$ cat src/rtl/common_defs.sv
// Shared frame geometry and pixel type for the render output path.
package common_defs;
  localparam int DEF_FRAME_W = 640;
  localparam int DEF_FRAME_H = 480;
  typedef logic [23:0] rgb_t;
endpackage

$ cat src/rtl/sync_fifo.sv
// First-word-fall-through FIFO; rd_data shows the head whenever count > 0.
module sync_fifo #(
  parameter int DEPTH = 16,
  parameter int WIDTH = 24,
  localparam int AW = $clog2(DEPTH)
) (
  input  logic             clk,
  input  logic             rst,
  input  logic             clear,
  input  logic             wr_en,
  input  logic [WIDTH-1:0] wr_data,
  input  logic             rd_en,
  output logic [WIDTH-1:0] rd_data,
  output logic [AW:0]      count,
  output logic             full
);
  logic [WIDTH-1:0] mem [DEPTH];
  logic [AW-1:0] wr_ptr;
  logic [AW-1:0] rd_ptr;

  assign rd_data = mem[rd_ptr];
  assign full = count == (AW+1)'(DEPTH);

  always_ff @(posedge clk) begin
    if (wr_en) mem[wr_ptr] <= wr_data;
  end

  always_ff @(posedge clk or posedge rst) begin
    if (rst) begin
      wr_ptr <= '0;
      rd_ptr <= '0;
      count <= '0;
    end else if (clear) begin
      wr_ptr <= '0;
      rd_ptr <= '0;
      count <= '0;
    end else begin
      if (wr_en) wr_ptr <= wr_ptr + 1'b1;
      if (rd_en) rd_ptr <= rd_ptr + 1'b1;
      unique case ({wr_en, rd_en})
        2'b10: count <= count + 1'b1;
        2'b01: count <= count - 1'b1;
        default: count <= count;
      endcase
    end
  end
endmodule

$ cat src/rtl/pixel_stream_packer.sv
// Buffers ray-marcher pixels and emits them as an AXI-Stream video
// stream with start-of-frame and end-of-line sideband.
module pixel_stream_packer
  import common_defs::*;
#(
  parameter int FRAME_W = DEF_FRAME_W,
  parameter int FRAME_H = DEF_FRAME_H,
  parameter int FIFO_DEPTH = 16,
  parameter int AF_MARGIN = 4
) (
  input  logic        clk,
  input  logic        rst_gen,
  input  rgb_t        shade_in,
  input  logic        valid_in,
  input  logic        soft_clear,
  output logic [31:0] out_tdata,
  output logic        out_tvalid,
  input  logic        out_tready,
  output logic        out_tuser,
  output logic        out_tlast,
  output logic        almost_full,
  output logic        overflow,
  output logic        frame_done
);
  localparam int CW = $clog2(FIFO_DEPTH);
  localparam int XW = FRAME_W > 1 ? $clog2(FRAME_W) : 1;
  localparam int YW = FRAME_H > 1 ? $clog2(FRAME_H) : 1;

  logic [CW:0] count;
  logic full;
  rgb_t pix;
  logic beat;
  logic wr_en;
  logic drop;
  logic [XW-1:0] x;
  logic [YW-1:0] y;
  logic x_last;
  logic y_last;

  assign beat = out_tvalid & out_tready;
  // A beat frees a slot in the same edge, so a full FIFO can still take data.
  assign wr_en = valid_in & ~soft_clear & (~full | beat);
  assign drop = valid_in & ~soft_clear & full & ~beat;

  sync_fifo #(
    .DEPTH (FIFO_DEPTH),
    .WIDTH (24)
  ) u_fifo (
    .clk     (clk),
    .rst     (rst_gen),
    .clear   (soft_clear),
    .wr_en   (wr_en),
    .wr_data (shade_in),
    .rd_en   (beat),
    .rd_data (pix),
    .count   (count),
    .full    (full)
  );

  assign x_last = x == XW'(FRAME_W - 1);
  assign y_last = y == YW'(FRAME_H - 1);

  assign out_tvalid = count != '0;
  assign out_tdata = {8'h00, pix};
  assign out_tuser = out_tvalid & (x == '0) & (y == '0);
  assign out_tlast = out_tvalid & x_last;
  assign almost_full = count >= (CW+1)'(FIFO_DEPTH - AF_MARGIN);

  always_ff @(posedge clk or posedge rst_gen) begin
    if (rst_gen) begin
      x <= '0;
      y <= '0;
      overflow <= 1'b0;
      frame_done <= 1'b0;
    end else if (soft_clear) begin
      x <= '0;
      y <= '0;
      overflow <= 1'b0;
      frame_done <= 1'b0;
    end else begin
      frame_done <= beat & x_last & y_last;
      if (drop) overflow <= 1'b1;
      if (beat) begin
        if (x_last) begin
          x <= '0;
          y <= y_last ? '0 : y + 1'b1;
        end else begin
          x <= x + 1'b1;
        end
      end
    end
  end
endmodule

$ cat config.mk
export PLATFORM = sky130hd
export DESIGN_NAME = pixel_stream_packer
export DESIGN_NICKNAME = d
export VERILOG_FILES = /design/src/rtl/common_defs.sv /design/src/rtl/sync_fifo.sv /design/src/rtl/pixel_stream_packer.sv
export SDC_FILE = /design/constraint.sdc
export NUM_CORES = 1
export LEC_CHECK = 0
export BUFFER_PORTS_ARGS = -buffer_cell sky130_fd_sc_hd__buf_2
export CORE_MARGIN = 2
export CORE_UTILIZATION = 25
export CTS_CLUSTER_SIZE = 16
export DETAILED_ROUTE_END_ITERATION = 16
export HOLD_SLACK_MARGIN = 0.08
export PLACE_DENSITY = 0.49
export SKIP_CTS_REPAIR_TIMING = 1
export SLEW_MARGIN = 20
export SYNTH_ARGS = -nofsm -noshare
export SYNTH_HDL_FRONTEND = slang
export SYNTH_SLANG_ARGS = --single-unit
$ cat constraint.sdc
create_clock -name clk -period 3.55 [get_ports clk]
set_input_delay 0.1775 -clock clk [delete_from_list [all_inputs] [get_ports clk]]
set_output_delay 0.1775 -clock clk [all_outputs]
set_load 0.005 [all_outputs]
Yosys cells after proc, flatten, opt, wreduce, memory -nomap -nowiden:

Memories as Yosys holds them, arrays and structs flattened.
Cells that the tools add are included.
Widths: inputs -> output; s select.

* bits in writable memories: 384
* logic and storage cells: 61
* output and inout port bits: 38
* memories kept: 1
* register bits after elaboration: 34

Memories
* u_fifo.mem: depth 16, bits a word 24, read ports 1, clocked after Yosys merged registers in 0, wr ports 1, RTL line sync_fifo.sv:17 `logic [WIDTH-1:0] mem [DEPTH];`

* $add $sub $neg: 6
* muxes and demuxes: 18
* order comparisons: 1
* equal/unequal tests: 5
* reductions and logical operators: 9
* bitwise logic cells: 14

Operators with widths (number)
* $mux 9: 4
* $mux 10: 3
* $mux 4: 4
* $add 10x1->10 const B: 1
* $and 1x1->1: 10
* $eq 10x10->1 const B: 1
* $logic_not 10->1: 1
* $pmux 5 s2: 1
* $add 9x1->9 const B: 1
* $eq 9x9->1 const B: 1
* $logic_not 9->1: 1
* $add 4x1->4 const B: 2
* $reduce_bool 2->1: 4
* $add 5x1->5 const B: 1
* $eq 5x5->1 const B: 1
* $ge 5x4->1 const B: 1
* $mux 1: 5
* $mux 5: 1
* $reduce_bool 5->1: 1
* $sub 5x1->5 const B: 1
* $not 1->1: 3
* $reduce_bool 3->1: 1
* $eq 2x1->1 const B: 1
* $eq 2x2->1 const B: 1
* 2 further kinds: 2

Logic depth before layout (Yosys ltp):

Gate-level depths: netlist of run 1.

* depth after elaboration: 7
* gate-level depth with buffers: 11
* mapped depth without buffers: 9

Modules after synthesis:

A second synthesis of run 1 with hierarchy kept.

* cell total of the unflattened synthesis: 852
* area total of the unflattened synthesis: 16733.5 um^2

Modules (own cells, without submodules)
* sync_fifo: area each 15349.7 um^2, times used 1, cells each 694
* pixel_stream_packer: area each 1383.8 um^2, times used 1, cells each 158

Worst setup path after synthesis of run 1:

No wires, ideal clock.

* path kind: register to register
* start: reg u_fifo.count[2]
* end: reg u_fifo.count[4]
* arrival time: 2.611 ns
* library setup time: 0.069 ns
* setup slack: 0.870 ns
* cell stages (with the launch flop): 12
* cells stage by stage: dfrtp_1 > buf_6 > or4_4 > buf_6 > o211ai_4 > xnor2_1 > ha_1 > or3_1 > a21oi_1 > mux2i_1 > or4_1 > nand3_1

* longest elaborated chain between the ends: 7
* elaborated cells on any way between the ends: 13

Ends and longest elaborated chain
* start, declared: RTL line sync_fifo.sv:14 `output logic [AW:0] count,`
* start signal, assigned: RTL line sync_fifo.sv:41 `2'b10: count <= count + 1'b1;`
* start signal, assigned: RTL line sync_fifo.sv:42 `2'b01: count <= count - 1'b1;`
* start signal, assigned: RTL line sync_fifo.sv:43 `default: count <= count;`
* $reduce_bool 5->1 or $eq 5x5->1 (tied branches): RTL line pixel_stream_packer.sv:63, sync_fifo.sv:22
* $and 1x1->1 or $not 1->1 (tied branches): RTL line pixel_stream_packer.sv:40, pixel_stream_packer.sv:42
* $or 1x1->1: RTL line pixel_stream_packer.sv:42 `assign wr_en = valid_in & ~soft_clear & (~full | beat);`
* $and 1x1->1: RTL line pixel_stream_packer.sv:42
* $eq 2x1->1 or $eq 2x2->1 (tied branches): RTL line sync_fifo.sv:40 `unique case ({wr_en, rd_en})`
* $pmux 5 s2: RTL line sync_fifo.sv:40
* $mux 5: RTL line sync_fifo.sv:33 `end else if (clear) begin`

Several ways; a longest one is shown, not always the timed one.
A chain may end at the register's enable or synchronous reset.

Final worst setup path of run 1:

* start: reg u_fifo.rd_ptr[0]
* end: out out_tdata[1]

* longest elaborated chain between the ends: 1

Ends and longest elaborated chain
* start, declared: RTL line sync_fifo.sv:19 `logic [AW-1:0] rd_ptr;`
* start signal, assigned: RTL line sync_fifo.sv:39 `if (rd_en) rd_ptr <= rd_ptr + 1'b1;`
* $mem_v2 16x24
* end, declared: RTL line pixel_stream_packer.sv:16 `output logic [31:0] out_tdata,`

Every way passes these cells.

==> results of run 1 <==
## worst reg2reg max path, cell delays in order (launching register included)
cell and delay, ns:
dfrtp_1 0.45, or4_4 0.63, o211ai_4 0.27, xnor2_1 0.10, ha_1 0.24, or3_1 0.32
a21oi_1 0.15, mux2i_1 0.09, or4_1 0.40, nand3_1 0.09
## kinds of logic (layout without fill, tap and decap cells)
group,count (synthesis),in the layout,share of synthesized area
other,1,8,0.000225
flip-flops,418,418,0.744
AND/OR/NAND/NOR,123,123,0.0406
XOR/XNOR,15,15,0.00789
AO/OA/AOI/OAI,38,38,0.0156
multiplexers,125,125,0.165
buffers and inverters,64,190,0.0178
adder cells (fa/ha/maj),11,11,0.00827
## sequential cells by signal, indices dropped and copies added, names as in the netlist
signal         count
frame_done         1
overflow           1
u_fifo.count       5
u_fifo.mem       384
u_fifo.rd_ptr      4
u_fifo.wr_ptr      4
x                 10
y                  9
## through the flow
| step | std cells | util | hold WS, ns |
|---|---|---|---|
| global route | 1792 | 0.297 | 0.133 |
| floorplan | 802 | - | 0.276 |
| CTS | 1767 | 0.293 | -0.203 |
| global placement | 1686 | 0.273 | 0.420 |
| detailed placement | 1686 | 0.273 | 0.418 |
| finish | 1792 | 0.297 | 0.0925 |
## cell usage after synthesis, drive strengths merged (3+ instances only)
master,number
inv,15
nand2,16
nor3,8
nor2,24
and2,13
mux2i,4
nand4,5
xnor2,9
nor2b,4
nor4,6
mux4,120
xor2,6
nand2b,3
clkbuf,23
dfrtp,34
and3,11
buf,26
or4,5
or3,7
nand3,13
o21ai,11
ha,11
edfxtp,384
a21oi,15
## final cells by class
cell class / instances / area, sq um / share of cell area
clock buffer: 62 / 1190 / 0.0609
clock inverter: 19 / 143 / 0.00730
inverter: 15 / 56.3 / 0.00288
multi-input combinational: 320 / 4010 / 0.205
sequential: 418 / 12400 / 0.634
tap: 864 / 1080 / 0.0553
timing repair buffer: 94 / 661 / 0.0338
## report_power, final
group | internal, mW | total (mW) | switching (mW) | leakage [nW]
logic | 1.11 | 2.07 | 0.963 | 1.57
clock network | 2.43 | 4.31 | 1.89 | 0.650
registers | 5.47 | 5.62 | 0.147 | 3.92
## routing by layer
layer | track usage | vias up
met5 | 0 | -
met4 | 0.0261 | 2
met3 | 0.0273 | 47
met2 | 0.177 | 118
met1 | 0.138 | 4145
li1 | - | 3468
## placed cells by master, fill, tap and decap left out, types with 7 or more instances in the layout
cell and count:
inv_1 15, edfxtp_1 384, clkinv_1 9, and2_2 12, mux4_2 120, o21ai_0 9
dlygate4sd3_1 25, nand2_1 16, clkbuf_1 17, xnor2_1 9, conb_1 8, nand3_1 13
buf_2 58, and3_1 7, buf_4 8, nor2_1 24, a21oi_1 15, or3_1 7
nor3_1 7, clkbuf_16 45, dfrtp_1 30, ha_1 11
## worst max path at each step
stage / from / end / slack, ns / depth (start not counted)
floorplan: u_fifo.count[2] / u_fifo.count[4] / 0.87 / 11
global placement: u_fifo.count[1] / u_fifo.count[4] / 0.74 / 9
detailed placement: u_fifo.count[1] / u_fifo.count[4] / 0.78 / 9
CTS: u_fifo.rd_ptr[0] / out_tdata[2] / 0.34 / 4
global route: u_fifo.rd_ptr[0] / out_tdata[1] / 0.28 / 4
finish: u_fifo.rd_ptr[0] / out_tdata[1] / 0.45 / 4
==> metrics, run 1 <==
Crit path largest cell delay=0.68 ns; cts bufs inserted=44; clock buffer depth=3; Slew headroom=0.386; most common flop cell mapped by yosys=edfxtp_1; placed inst area=17900 sq um; WHS Path Cells=5; fin crit share=0.873; Post-synth EDFFs=384; Tot Pwr=12.0 mW; min Tclk post-route=3.10 ns; WS Path Type=flip-flop to primary output; drt initial violations=408; dpl ws=0.782 ns; synthesized cell area=16600 sq um; status=completed; largest net degree at the start of global routing=56; Vias per Instance=4.34; RR Endpoint=u_fifo.count[4]; Hold EP=overflow; CTS tree=done; Initial Util=0.253; Port Buffer Count=58; WL final=35.7 mm; clk slew on worst S/H paths=0.06 ns; ranking of synthesized cells by area=edfxtp_1 69%, mux4_2 16%, dfrtp_1 5.1%; IO Pins=67; routed length per placed instance=19.9 um; HP Start=valid_in; met3 routed WL=1.44 mm; Arr. time, crit path=2.92 ns; area delta synth->final=17.4%; Worst Tran Pin Value=0.921 ns; fill cell count=6471; Pwr Density=615 nW/um^2; Die W=262 um; root buffer cell=clkbuf_16; Seq cells post-synth=418; # diodes=0; Synth top area share=0.693; worst endpoint required time=3.37 ns; CP cell instances=buf_4 > mux4_2 > mux4_2 > buf_2; Metal-1 WL=15.9 mm; fraction of layout cells with a size suffix above 1=0.296; total number of vias=7780; CP top delay family=multiplexers; count of cell types in the netlist=48; startpoint types=flip-flop; Syn Inst Count=795; R2R Setup Slk=0.75 ns; Rows=94; residual DRC count=0; LEAKAGE=6.13 nW; Layout Skew=0.0129 ns; wire length on met2=17.7 mm; unrepaired setup endpoints after global routing=no; leading area contributor after synthesis=edfxtp_1; gr ovfl total=0; Mapped Avg Cell Area=20.9 sq um; yosys warns=0; first-pass GRT wire length=53.9 mm; final net count=933; Total Routing Usage GR=0.106; highest metal used=met5; Worst path most repeated cell=mux4_2; PnR worst setup slack=0.452 ns; vias in the first global route=8270; Max VDD drop=0.290 mV; DR pass1 iterations=5; Max Cap Viol=0; RePlAce Congestion=0.708; post-synthesis sequential area ratio=0.744; Final setup viols=0; Total Die Area=68600 sq um; FF-to-FF path depth=9; FF-to-FF Start=u_fifo.count[1]; Worst path slowest cell=dfrtp_4; Worst Path Max Fanout=18; HP Class=input pin to flip-flop; Worst Setup End Kind=primary output; Worst-Skew Late Latency=0.59 ns; Achievable Freq=0.323 GHz; clk sinks=418; initial antenna violation count=2; max-slew violations=0; Worst Path Buf+Inv=2; dpl hpwl=20.4 mm; final hold viol count=0; H-tree depth=2; die height=262 um; async set-reset flop share out of synthesis=0.0813; Antenna Violating Nets Remaining=0; Final Instance Area=19500 sq um; Core Region=65900 sq um; Fin Setup TNS=0 ns
No activity file was read; power rests on OpenSTA's default activity.
==> inputs of run 2 (changes only) <==
Settings changed: CORE_UTILIZATION 25 to 40, PLACE_DENSITY 0.49 to 0.66.
==> metrics, run 2 (same netlist as run 1, synthesis figures left out) <==
vias in the first global route=8275 (was 8270); Pwr Density=629 nW/um^2 (was 615 nW/um^2); Crit path largest cell delay=0.61 ns (was 0.68 ns); DR pass1 iterations=7 (was 5); unrepaired setup endpoints after global routing=no (unchanged); Worst path slowest cell=mux4_2 (was dfrtp_4); Core Region=40900 sq um (was 65900 sq um); Rows=74 (was 94); Initial Util=0.407 (was 0.253); Largest register FFs=384 (unchanged); area delta synth->final=15.6% (was 17.4%); fill cell count=3371 (was 6471); Port Buffer Count=58 (unchanged); Total Routing Usage GR=0.165 (was 0.106); min Tclk post-route=3.03 ns (was 3.10 ns); CTS tree=done (unchanged); Worst Setup End Kind=primary output (unchanged); clk sinks=418 (unchanged); Max VDD drop=0.349 mV (was 0.290 mV); CP top delay family=multiplexers (unchanged); final net count=947 (was 933); startpoint types=flip-flop (unchanged); dpl ws=0.685 ns (was 0.782 ns); Slew headroom=0.294 (was 0.386); routed length per placed instance=24.1 um (was 19.9 um); Vias per Instance=5.53 (was 4.34); Final setup viols=0 (unchanged); Total Die Area=43200 sq um (was 68600 sq um); Die W=208 um (was 262 um); fraction of layout cells with a size suffix above 1=0.291 (was 0.296); H-tree depth=2 (unchanged); commonest non-fill, non-tap cells in the layout=384 x edfxtp_1, 120 x mux4_2, 58 x buf_2 (unchanged); LEAKAGE=6.21 nW (was 6.13 nW); die height=208 um (was 262 um); cts bufs inserted=43 (was 44); WS Path Type=flip-flop to primary output (unchanged); most common cell after layout, fill and taps aside=edfxtp_1 (unchanged); Fin Setup TNS=0 ns (unchanged); WL final=35.5 mm (was 35.7 mm); drt initial violations=690 (was 408); dpl hpwl=20.8 mm (was 20.4 mm); Worst Path Max Fanout=50 (was 18); fin crit share=0.853 (was 0.873); Arr. time, crit path=2.85 ns (was 2.92 ns); PnR worst setup slack=0.523 ns (was 0.452 ns); HP Class=input pin to flip-flop (unchanged); gr ovfl total=0 (unchanged); residual DRC count=0 (unchanged); Worst path most repeated cell=mux4_2 (unchanged); first-pass GRT wire length=53.7 mm (was 53.9 mm); clock buffer depth=3 (unchanged); final hold viol count=0 (unchanged); IO Pins=67 (unchanged); max-slew violations=0 (unchanged); Max Cap Viol=0 (unchanged); Antenna Violating Nets Remaining=0 (unchanged); initial antenna violation count=0 (was 2); largest net degree at the start of global routing=54 (was 56); Worst Path Buf+Inv=2 (unchanged); Tot Pwr=12.1 mW (was 12.0 mW); status=completed (unchanged); Achievable Freq=0.330 GHz (was 0.323 GHz); Layout Skew=0.0276 ns (was 0.0129 ns); clk slew on worst S/H paths=0.06 ns (about the same); RePlAce Congestion=0.715 (was 0.708); # diodes=0 (unchanged); CP cell instances=buf_12 > mux4_2 > mux4_2 > buf_2 (was buf_4 > mux4_2 > mux4_2 > buf_2); Worst Tran Pin Value=1.06 ns (was 0.921 ns); Regs by FF count=u_fifo.mem (384), x (10), y (9) (unchanged); total number of vias=8137 (was 7780); root buffer cell=clkbuf_16 (unchanged); Biggest register=u_fifo.mem (unchanged); worst endpoint required time=3.37 ns (about the same); Worst-Skew Late Latency=0.57 ns (was 0.59 ns)
## run 2: worst paths after layout
path / slack (ns) / cells past startpoint / startpoint / end
max in group asynchronous: 2.76 / 4 / rst_gen / u_fifo.rd_ptr[2]
max: 0.52 / 4 / u_fifo.rd_ptr[0] / out_tdata[19]
min: 0.12 / 5 / valid_in / overflow
min in group asynchronous: 0.24 / 3 / rst_gen / y[6]
max reg2reg: 0.62 / 5 / u_fifo.count[2] / u_fifo.mem[8][23]
min reg2reg: 0.50 / 2 / overflow / overflow
## run 2: metrics by stage
stage,hold WS [ns],cells,utilization,area (sq um)
global placement,0.417,1368,0.430,17600
floorplan,0.276,802,-,16700
CTS,-0.172,1446,0.464,19000
global route,0.133,1472,0.470,19200
detailed placement,0.420,1368,0.431,17600
finish,0.119,1472,0.470,19200
## run 2: routing by layer
| layer | vias to the layer above | part of all wire | GRT usage |
|---|---|---|---|
| met3 | 47 | 0.061 | 0.0346 |
| li1 | 3491 | - | - |
| met5 | - | 0 | 0 |
| met2 | 257 | 0.49 | 0.264 |
| met1 | 4342 | 0.44 | 0.237 |
| met4 | 0 | 0.016 | 0.0377 |
## run 2: layout make-up
type	count	area [sq um]	share of cell area
Clock buffer	55	1120	0.0583
Clock inverter	23	230	0.0120
Inverter	15	56.3	0.00293
Multi-Input combinational cell	320	3990	0.207
Sequential cell	418	12400	0.644
Tap cell	532	666	0.0346
Timing Repair Buffer	109	776	0.0403
## run 2: worst register-to-register path: stages (launching register included)
cell     delay [ns]
dfrtp_1        0.49
or4_4          0.26
o21ai_2        0.16
nor4b_1        0.64
and2_1         0.63
buf_4          0.42
## run 2: power breakdown
| part | switching, mW | internal (mW) |
|---|---|---|
| clock | 1.84 | 2.53 |
| sequential | 0.126 | 5.47 |
| combinational | 1.03 | 1.10 |
| total | 2.99 | 9.10 |
